--- src/rtl/traffic_demand_scheduler_if.sv ---
// Signal bundle between the demand scheduler and its neighbours.
// Handshake: there is no back-pressure. The producer side (master) drives
// enable/tick/carA/carB every cycle. The scheduler (slave) presents
// lastA/lastB/extA/extB as registered levels. `update` is a one-cycle valid
// strobe marking the cycle in which those levels take new values; there is
// no ready, so a consumer must sample in that cycle or simply read the levels.
interface traffic_demand_scheduler_if #(
    parameter int CNT_W = 8
);
    logic             enable;
    logic             tick;
    logic             carA;
    logic             carB;
    logic [CNT_W-1:0] lastA;
    logic [CNT_W-1:0] lastB;
    logic [2:0]       extA;
    logic [2:0]       extB;
    logic             update;
    logic [1:0]       dbg_state;

    modport master (
        output enable, tick, carA, carB,
        input  lastA, lastB, extA, extB, update, dbg_state
    );

    modport slave (
        input  enable, tick, carA, carB,
        output lastA, lastB, extA, extB, update, dbg_state
    );
endinterface

--- src/rtl/traffic_demand_scheduler.sv ---
// Counts vehicle arrivals on approaches A and B over windows of WINDOW_TICKS
// time-base ticks, publishes the counts, and grants green extensions from the
// ratio of the two counts using shift-add multiply-compare (no divider).
module traffic_demand_scheduler #(
    parameter int WINDOW_TICKS = 60,
    parameter int CNT_W        = 8
) (
    input logic                        clock,
    input logic                        reset,
    traffic_demand_scheduler_if.slave  bus
);

    localparam logic [7:0]       LAST_TICK = 8'(WINDOW_TICKS - 1);
    localparam logic [CNT_W-1:0] CNT_MAX   = '1;

    typedef enum logic [1:0] {
        ST_IDLE  = 2'd0,
        ST_COUNT = 2'd1,
        ST_CALC  = 2'd2
    } state_t;

    state_t           state_q;
    state_t           state_d;
    logic             carA_q;
    logic             carB_q;
    logic             evA;
    logic             evB;
    logic             terminal;
    logic [7:0]       win_cnt;
    logic [CNT_W-1:0] cntA;
    logic [CNT_W-1:0] cntB;
    logic [CNT_W-1:0] cntA_inc;
    logic [CNT_W-1:0] cntB_inc;
    logic [CNT_W-1:0] snapA;
    logic [CNT_W-1:0] snapB;
    logic [CNT_W-1:0] lastA_q;
    logic [CNT_W-1:0] lastB_q;
    logic [2:0]       extA_q;
    logic [2:0]       extB_q;
    logic             update_q;

    // Saturating +1: a full counter stays full instead of wrapping.
    function automatic logic [CNT_W-1:0] sat_inc(input logic [CNT_W-1:0] c,
                                                 input logic ev);
        if (ev && (c != CNT_MAX)) begin
            return c + CNT_W'(1);
        end
        return c;
    endfunction

    // Extension for `own` against `other`. Products are CNT_W+3 bits wide so
    // 5*other cannot overflow; zero counts are handled before any compare.
    function automatic logic [2:0] grant(input logic [CNT_W-1:0] own,
                                         input logic [CNT_W-1:0] other);
        logic [CNT_W+2:0] own_x;
        logic [CNT_W+2:0] three_x;
        logic [CNT_W+2:0] five_x;
        own_x   = {3'b000, own};
        three_x = {2'b00, other, 1'b0} + {3'b000, other};
        five_x  = {1'b0, other, 2'b00} + {3'b000, other};
        if (own == '0) begin
            return 3'd0;
        end else if (other == '0) begin
            return 3'd4;
        end else if (own_x >= five_x) begin
            return 3'd4;
        end else if (own_x >= three_x) begin
            return 3'd2;
        end
        return 3'd0;
    endfunction

    assign evA      = bus.carA & ~carA_q;
    assign evB      = bus.carB & ~carB_q;
    assign cntA_inc = sat_inc(cntA, evA);
    assign cntB_inc = sat_inc(cntB, evB);
    assign terminal = (state_q == ST_COUNT) && bus.tick && (win_cnt == LAST_TICK);

    // State register.
    always_ff @(posedge clock or negedge reset) begin
        if (!reset) begin
            state_q <= ST_IDLE;
        end else begin
            state_q <= state_d;
        end
    end

    // Next-state logic; dropping enable wins from every state.
    always_comb begin
        state_d = state_q;
        case (state_q)
            ST_IDLE:  state_d = ST_COUNT;
            ST_COUNT: if (terminal) state_d = ST_CALC;
            ST_CALC:  state_d = ST_COUNT;
            default:  state_d = ST_IDLE;
        endcase
        if (!bus.enable) begin
            state_d = ST_IDLE;
        end
    end

    // Previous detector levels for rising-edge detection.
    always_ff @(posedge clock or negedge reset) begin
        if (!reset) begin
            carA_q <= 1'b0;
            carB_q <= 1'b0;
        end else begin
            carA_q <= bus.carA;
            carB_q <= bus.carB;
        end
    end

    // Window counters and snapshot; CALC keeps counting into the new window.
    always_ff @(posedge clock or negedge reset) begin
        if (!reset) begin
            cntA    <= '0;
            cntB    <= '0;
            win_cnt <= '0;
            snapA   <= '0;
            snapB   <= '0;
        end else if ((state_q == ST_IDLE) || !bus.enable) begin
            cntA    <= '0;
            cntB    <= '0;
            win_cnt <= '0;
        end else if (terminal) begin
            snapA   <= cntA_inc;
            snapB   <= cntB_inc;
            cntA    <= '0;
            cntB    <= '0;
            win_cnt <= '0;
        end else begin
            cntA <= cntA_inc;
            cntB <= cntB_inc;
            if (bus.tick) begin
                win_cnt <= win_cnt + 8'd1;
            end
        end
    end

    // Publish on the edge leaving CALC, even if enable has just dropped.
    always_ff @(posedge clock or negedge reset) begin
        if (!reset) begin
            lastA_q  <= '0;
            lastB_q  <= '0;
            extA_q   <= 3'd0;
            extB_q   <= 3'd0;
            update_q <= 1'b0;
        end else begin
            update_q <= (state_q == ST_CALC);
            if (state_q == ST_CALC) begin
                lastA_q <= snapA;
                lastB_q <= snapB;
                extA_q  <= grant(snapA, snapB);
                extB_q  <= grant(snapB, snapA);
            end
        end
    end

    assign bus.lastA     = lastA_q;
    assign bus.lastB     = lastB_q;
    assign bus.extA      = extA_q;
    assign bus.extB      = extB_q;
    assign bus.update    = update_q;
    assign bus.dbg_state = state_q;

endmodule

--- src/flat_wrapper.sv ---
// flat-port wrapper written by rule: the top's interface ports become plain ports
module traffic_demand_scheduler_flat 
#(
    parameter int WINDOW_TICKS = 60,
    parameter int CNT_W        = 8
)
  (clock, reset, bus_enable, bus_tick, bus_carA, bus_carB, bus_lastA, bus_lastB, bus_extA, bus_extB, bus_update, bus_dbg_state);
  traffic_demand_scheduler_if #(.CNT_W(CNT_W)) bus_i ();
  input logic clock;
  input logic reset;
  input wire logic [$bits(bus_i.enable)-1:0] bus_enable;
  input wire logic [$bits(bus_i.tick)-1:0] bus_tick;
  input wire logic [$bits(bus_i.carA)-1:0] bus_carA;
  input wire logic [$bits(bus_i.carB)-1:0] bus_carB;
  output wire logic [$bits(bus_i.lastA)-1:0] bus_lastA;
  output wire logic [$bits(bus_i.lastB)-1:0] bus_lastB;
  output wire logic [$bits(bus_i.extA)-1:0] bus_extA;
  output wire logic [$bits(bus_i.extB)-1:0] bus_extB;
  output wire logic [$bits(bus_i.update)-1:0] bus_update;
  output wire logic [$bits(bus_i.dbg_state)-1:0] bus_dbg_state;
  assign bus_i.enable = bus_enable;
  assign bus_i.tick = bus_tick;
  assign bus_i.carA = bus_carA;
  assign bus_i.carB = bus_carB;
  assign bus_lastA = bus_i.lastA;
  assign bus_lastB = bus_i.lastB;
  assign bus_extA = bus_i.extA;
  assign bus_extB = bus_i.extB;
  assign bus_update = bus_i.update;
  assign bus_dbg_state = bus_i.dbg_state;
  traffic_demand_scheduler #(.WINDOW_TICKS(WINDOW_TICKS), .CNT_W(CNT_W)) u_core (.clock(clock), .reset(reset), .bus(bus_i));
endmodule
--- config.mk ---
export PLATFORM = sky130hd
export DESIGN_NAME = traffic_demand_scheduler_flat
export DESIGN_NICKNAME = d
export VERILOG_FILES = /design/src/rtl/traffic_demand_scheduler_if.sv /design/src/rtl/traffic_demand_scheduler.sv /design/src/flat_wrapper.sv
export SDC_FILE = /design/constraint.sdc
export NUM_CORES = 1
export LEC_CHECK = 0
export ABC_AREA = 1
export CORE_UTILIZATION = 35
export CTS_CLUSTER_DIAMETER = 40
export DETAILED_ROUTE_END_ITERATION = 8
export GPL_TIMING_DRIVEN = 0
export PLACE_DENSITY = 0.49
export SLEW_MARGIN = 15
export SYNTH_ARGS = -nofsm -noshare
export SYNTH_HDL_FRONTEND = slang
export SYNTH_SLANG_ARGS = --single-unit
export TNS_END_PERCENT = 20
--- constraint.sdc ---
create_clock -name clock -period 3.8 [get_ports clock]
set_input_delay 0.76 -clock clock [delete_from_list [all_inputs] [get_ports clock]]
set_output_delay 0.76 -clock clock [all_outputs]
set_load 0.01 [all_outputs]
==> results of run 1 <==
## power by group through the flow
| stage | Clock (mW) | Combinational, mW | Sequential, mW |
|---|---|---|---|
| final | 0.916 | 0.0804 | 0.710 |
| after global routing | 0.961 | 0.0926 | 0.711 |
| after CTS | 0.931 | 0.0827 | 0.710 |
| after detailed placement | 0 | 0.0826 | 0.722 |
| after global placement | 0 | 0.0781 | 0.722 |
| after floorplan | 0 | 0.0434 | 0.722 |
## cells by family after synthesis
group / synth area share
AND/OR/NAND/NOR: 0.253
buffers and inverters: 0.0856
AO/OA/AOI/OAI: 0.0889
adder cells (fa/ha/maj): 0.189
flip-flops: 0.326
XOR/XNOR: 0.0563
other: 0.000753
## per-stage QoR
| step | cells | hold WS [ns] | cell area, um2 | power, mW | TNS [ns] |
|---|---|---|---|---|---|
| 3_3_place_gp | 878 | 0.470 | 5480 | 0.800 | -17.46 |
| 3_5_place_dp | 879 | 0.476 | 5510 | 0.805 | 0 |
| 4_1_cts | 895 | 0.280 | 5840 | 1.72 | 0 |
| 2_1_floorplan | 671 | 0.464 | 4990 | 0.765 | 0 |
| 6_report | 895 | 0.282 | 5840 | 1.71 | 0 |
| 5_1_grt | 895 | 0.276 | 5840 | 1.76 | 0 |
## worst max-delay path by stage
stage                    start             endpoint  depth (start not counted)
3_5_place_dp   u_core.snapA[1]   u_core.bus.extB[2]                         18
4_1_cts        u_core.snapA[1]   u_core.bus.extB[2]                         18
2_1_floorplan  u_core.snapB[2]   u_core.bus.extA[1]                         17
5_1_grt        u_core.snapA[1]   u_core.bus.extB[2]                         18
3_3_place_gp             reset  u_core.bus.lastA[6]                          1
6_report       u_core.snapA[1]   u_core.bus.extB[2]                         18
## Yosys cell counts (3+ instances only)
library cell and number:
fa_1 4, inv_1 93, ha_1 69, nand4_1 6, o21ai_1 20, nor3_1 7
nor2_1 60, buf_2 5, or2_2 3, xor2_1 25, clkbuf_1 4, a21oi_1 26
a31oi_1 6, dfrtp_1 65, o21ai_0 26, nand2_1 189, xnor2_1 7, nand3_1 34
## layout make-up
cell class	count	area, um2	share of cell area
multi-input cells	498	2930	0.503
flip-flops and latches	65	1630	0.279
inverters	96	360	0.0617
repair buffers	28	295	0.0506
clock buffers	10	239	0.0410
well taps	180	225	0.0386
clock inverters	6	90.1	0.0154
plain buffers	12	66.3	0.0114
## state kept, by name, summed over array words and instances, names as in the netlist, 2 cells and up
register              flops
u_core.bus.extB           2
u_core.win_cnt            8
u_core.bus.lastA          8
u_core.bus.extA           2
u_core.snapA              8
u_core.cntA               8
u_core.bus.dbg_state      2
u_core.bus.lastB          8
u_core.snapB              8
u_core.cntB               8
## layer usage
metal  wire (um)  vias to the layer above  GRT usage
met3         425                       11     0.0409
met1        6230                     1980      0.255
met2        5880                       71      0.299
li1            -                     2215          -
met4          97                        0     0.0347
met5           0                        -          0
==> metrics.txt, run 1 <==
status finished clean; CP delay by family, top simple AND/OR/NAND/NOR gates; Post CTS Setup Buffer Count 0; Critical Path End Type flip-flop; post_cts resized 0; DR vias 4277; Switching Fraction 0.224; synth top area cells dfrtp_1, ha_1, nand2_1; Max Buffers Root-to-Sink 2; Post-route DRC 0; most used cell along the critical path nand2_1; vias in the first global route approximately 4k; first-pass GRT wire length 20800 um; DRT antenna net count 0; most frequent cells in the layout nand2_1, inv_1, ha_1, dfrtp_1, nor2_1; Floorplan Core Area 13900 um2; total grt overflow 0; CP Data Required Time 4.02 ns; CTS root buffer clkbuf_16; die footprint 14700 um2; buffers and inverters on the worst path 2; worst setup margin 0.800 ns; Avg WL per Cell 14.1 um; CP max FO 7; worst-margin pin slew 0.592 ns; syn avg cell area 7.44 um2; total clock sinks 65; Final #Nets between 700 and 800; FF-to-FF setup slack 0.80 ns; Tmin final about 3.0 ns; synthesis-stage register bit count 65; clock skew 0.00493 ns; count of cell types in the netlist 33; CTS buffer count 9; Final Hold Viols 0; Fill cells ~1.4k; Max-cap violations 0; power share of the clock group 0.537; Crit path arrival time between 3 and 4 ns; R2R Path Start u_core.snapA[1]; GPL Wtd Cong 0.831; Comb power frac 0.047; fraction of registers with async set/reset 1.00; Slew Viols, Final 0; hpwl dp about 9600 um; DR pass1 iterations 6; htree depth 3; Synth Cell Area 4980 um2; final WL 12600 um; register area share after synthesis 0.326; peak supply drop ~0.23 mV; top cell type's share of synthesized area 0.326; layout cells sized above 1 0.0503; max_slew headroom 0.605; Synth area leader dfrtp_1; Util after Layout 0.420; Ant. Diodes 0; Hold Crit Class in2async; fmax ~330 MHz; Rows 43; Port Buf Inserts 27; Gate Count Post-Synth 670; Synth Flop Type dfrtp_1; GRT Total Usage 0.186; Final Cycle Share 0.789; type of the worst setup path reg2reg; Int Pwr 1.32 mW; post-cts hold buffer count 0; Final setup viols 0; leakage power 2.94 nW; PwrDens just under 300 nW/um2; IO Count 31; clock slew at reported path FFs 0.06 ns; RSZ-0062 raised after global routing false; initial antenna violation count 0; initial core utilization 0.359; CTS tree yes; Via density 4.78; slowest CP cell dfrtp_1; Startpoint Class flip-flop; Die Span X 121 um; initial drt markers between 200 and 300; CP max stage delay between 0.5 and 0.6 ns; Worst R2R Path Depth 18; share of power burned in registers 0.416; net switching power figure approximately 0.38 mW; r2r endpoint u_core.bus.extB[2]; most common cell after layout, fill and taps aside nand2_1; clk_lat worst skew 0.34 ns; synth warn 0; crit-path cells inv_1, fa_1, inv_1, nand2_1, nand2_1, nand2_1, xor2_1, ha_1, nand2_1, nor2_1, a21oi_1, nand2_1, nor2_1, nor2_1, nand2_1, nand2_1, nand2_1, nand2_1; largest net degree at the start of global routing 52; Die Span Y 121 um; Post-synth EDFFs 0; worst slack, placed 0.807 ns; synth-to-layout area growth 17.1%
Power figures use the tool's default switching activity.
==> run 2: changes to the inputs <==
==> constraint.sdc (replaced) <==
create_clock -name clock -period 2.95 [get_ports clock]
set_input_delay 0.59 -clock clock [delete_from_list [all_inputs] [get_ports clock]]
set_output_delay 0.59 -clock clock [all_outputs]
set_load 0.01 [all_outputs]
==> metrics.txt, run 2 (same netlist as run 1, synthesis figures left out) <==
most common cell after layout, fill and taps aside nand2_1; RSZ-0062 raised after global routing true; initial antenna violation count 0; placed cell count 879; worst-margin pin slew 0.604 ns; worst slack, placed -0.0433 ns; GPL Wtd Cong 0.831; die footprint between 10000 and 15000 um2; total clock sinks between 60 and 70; synth-to-layout area growth 21.2%; CTS tree yes; Die Span Y 121 um; GRT Total Usage 0.186; Floorplan Core Area 13900 um2; Ant. Diodes 0; peak supply drop between 0.2 and 0.3 mV; Avg WL per Cell around 14 um; Critical Path End Type flip-flop; post-cts hold buffer count 0; htree depth 3; layout cells sized above 1 0.102; CP max stage delay 0.63 ns; r2r endpoint u_core.bus.extB[2]; CP max FO 8; DR vias 4354; CP Data Required Time approximately 3.2 ns; DRT antenna net count 0; Crit path arrival time between 3 and 4 ns; Util after Layout 0.435; initial core utilization 0.359; FF-to-FF setup slack around 0.15 ns; PwrDens 364 nW/um2; total grt overflow 0; Tmin final between 2 and 3 ns; IO Count 31; most frequent cells in the layout nand2_1, inv_1, ha_1, nor2_1, dfrtp_1; clk_lat worst skew between 0.3 and 0.4 ns; Post-route DRC 0; largest net degree at the start of global routing 52; final WL 12800 um; most used cell along the critical path nand2_1; clock skew 0.00542 ns; clock slew at reported path FFs 0.06 ns; hpwl dp between 9000 and 10000 um; R2R Path Start u_core.snapA[5]; Via density 4.74; worst hold slack 0.112 ns; Finished Cell Area 6040 um2; Post-DP Area 5510 um2; Max Buffers Root-to-Sink 2; CTS buffer count 9; Slew Viols, Final 0; CTS root buffer clkbuf_16; worst setup margin 0.146 ns; Final Cycle Share 0.950; Die Span X 121 um; Final setup viols 0; DR pass1 iterations 4; Port Buf Inserts 27; status finished clean; slowest CP cell dfrtp_1; vias in the first global route 4080; Max-cap violations 0; buffers and inverters on the worst path 0; type of the worst setup path reg2reg; fmax roughly 360 MHz; leakage power approximately 3.0 nW; Final #Nets approximately 810; Startpoint Class flip-flop; Post-Layout Cell Count 918; Worst R2R Path Depth 15; crit-path cells ha_1, or2_2, nand2_1, xor2_1, ha_1, nand2_1, nor2_1, a21oi_1, nand2_1, nor2_1, nor2_1, nand2_1, nand2_1, nand2_2, nand2_1; CP delay by family, top simple AND/OR/NAND/NOR gates; Rows 43; initial drt markers 265; first-pass GRT wire length ~21000 um; Hold Crit Class in2async; max_slew headroom 0.597; Final Hold Viols 0
[run 2: cell count changes in the layout (fill, tap and decap cells not counted), moves of 2 or more]
cell	delta
dfrtp_1	-11
buf_4	+23
dfrtp_2	+11
clkinvlp_4	+2
inv_1	-2
[run 2: layout make-up]
type	count	area, um2
Fill cell	1431	7840
Multi-Input combinational cell	498	2940
Sequential cell	65	1640
Timing Repair Buffer	51	468
Inverter	96	368
Clock buffer	10	239
Tap cell	180	225
Clock inverter	6	90.1
Buffer	12	66.3
[run 2: routing by layer]
| layer | share of wire | vias to the layer above | track usage |
|---|---|---|---|
| met5 | 0 | - | 0 |
| met4 | 0.0074 | 0 | 0.0347 |
| met3 | 0.027 | 11 | 0.0409 |
| met2 | 0.47 | 62 | 0.299 |
| met1 | 0.50 | 2027 | 0.255 |
| li1 | - | 2254 | - |
[run 2: how the worst max path moves through the flow]
stage | from | to | slack (ns) | cells after the start
global placement | reset | u_core.bus.lastA[6] | -0.95 | 1
floorplan | u_core.snapB[2] | u_core.bus.extA[1] | 0.50 | 17
CTS | u_core.snapB[3] | u_core.bus.extA[1] | 0.03 | 17
global route | u_core.snapB[1] | u_core.bus.extA[2] | -0.01 | 16
finish | u_core.snapA[5] | u_core.bus.extB[2] | 0.15 | 15
detailed placement | u_core.snapA[1] | u_core.bus.extB[2] | -0.04 | 18
[run 2: where the power goes]
part | total [mW] | internal (mW) | switching, mW
Combinational | 0.104 | 0.0354 | 0.0683
Clock | 1.18 | 0.765 | 0.414
Sequential | 0.915 | 0.904 | 0.0108
Total | 2.20 | 1.70 | 0.493
[run 2: timing repair]
| action | 4_1_cts | 5_1_grt |
|---|---|---|
| setup endpoints to repair | 2 | 4 |
| gates resized for setup | 3 | 13 |
| pin swaps | 0 | 0 |
| buffers inserted | 0 | 23 |
[run 2: through the flow]
stage	power [mW]	setup TNS, ns
after global placement	1.03	-61.70
after CTS	2.22	0
after detailed placement	1.04	-0.0443
after global routing	2.27	-0.0281
final	2.20	0
after floorplan	0.986	0
==> run 3: changes to the inputs <==
--- a/config.mk
+++ b/config.mk
@@ -9,6 +9,7 @@
 export CORE_UTILIZATION = 35
 export CTS_CLUSTER_DIAMETER = 40
 export DETAILED_ROUTE_END_ITERATION = 8
+export GPL_ROUTABILITY_DRIVEN = 0
 export GPL_TIMING_DRIVEN = 0
 export PLACE_DENSITY = 0.49
 export SLEW_MARGIN = 15
==> results of run 3 <==
Same layout as run 2: the final DEF is identical, and so are final timing and power.
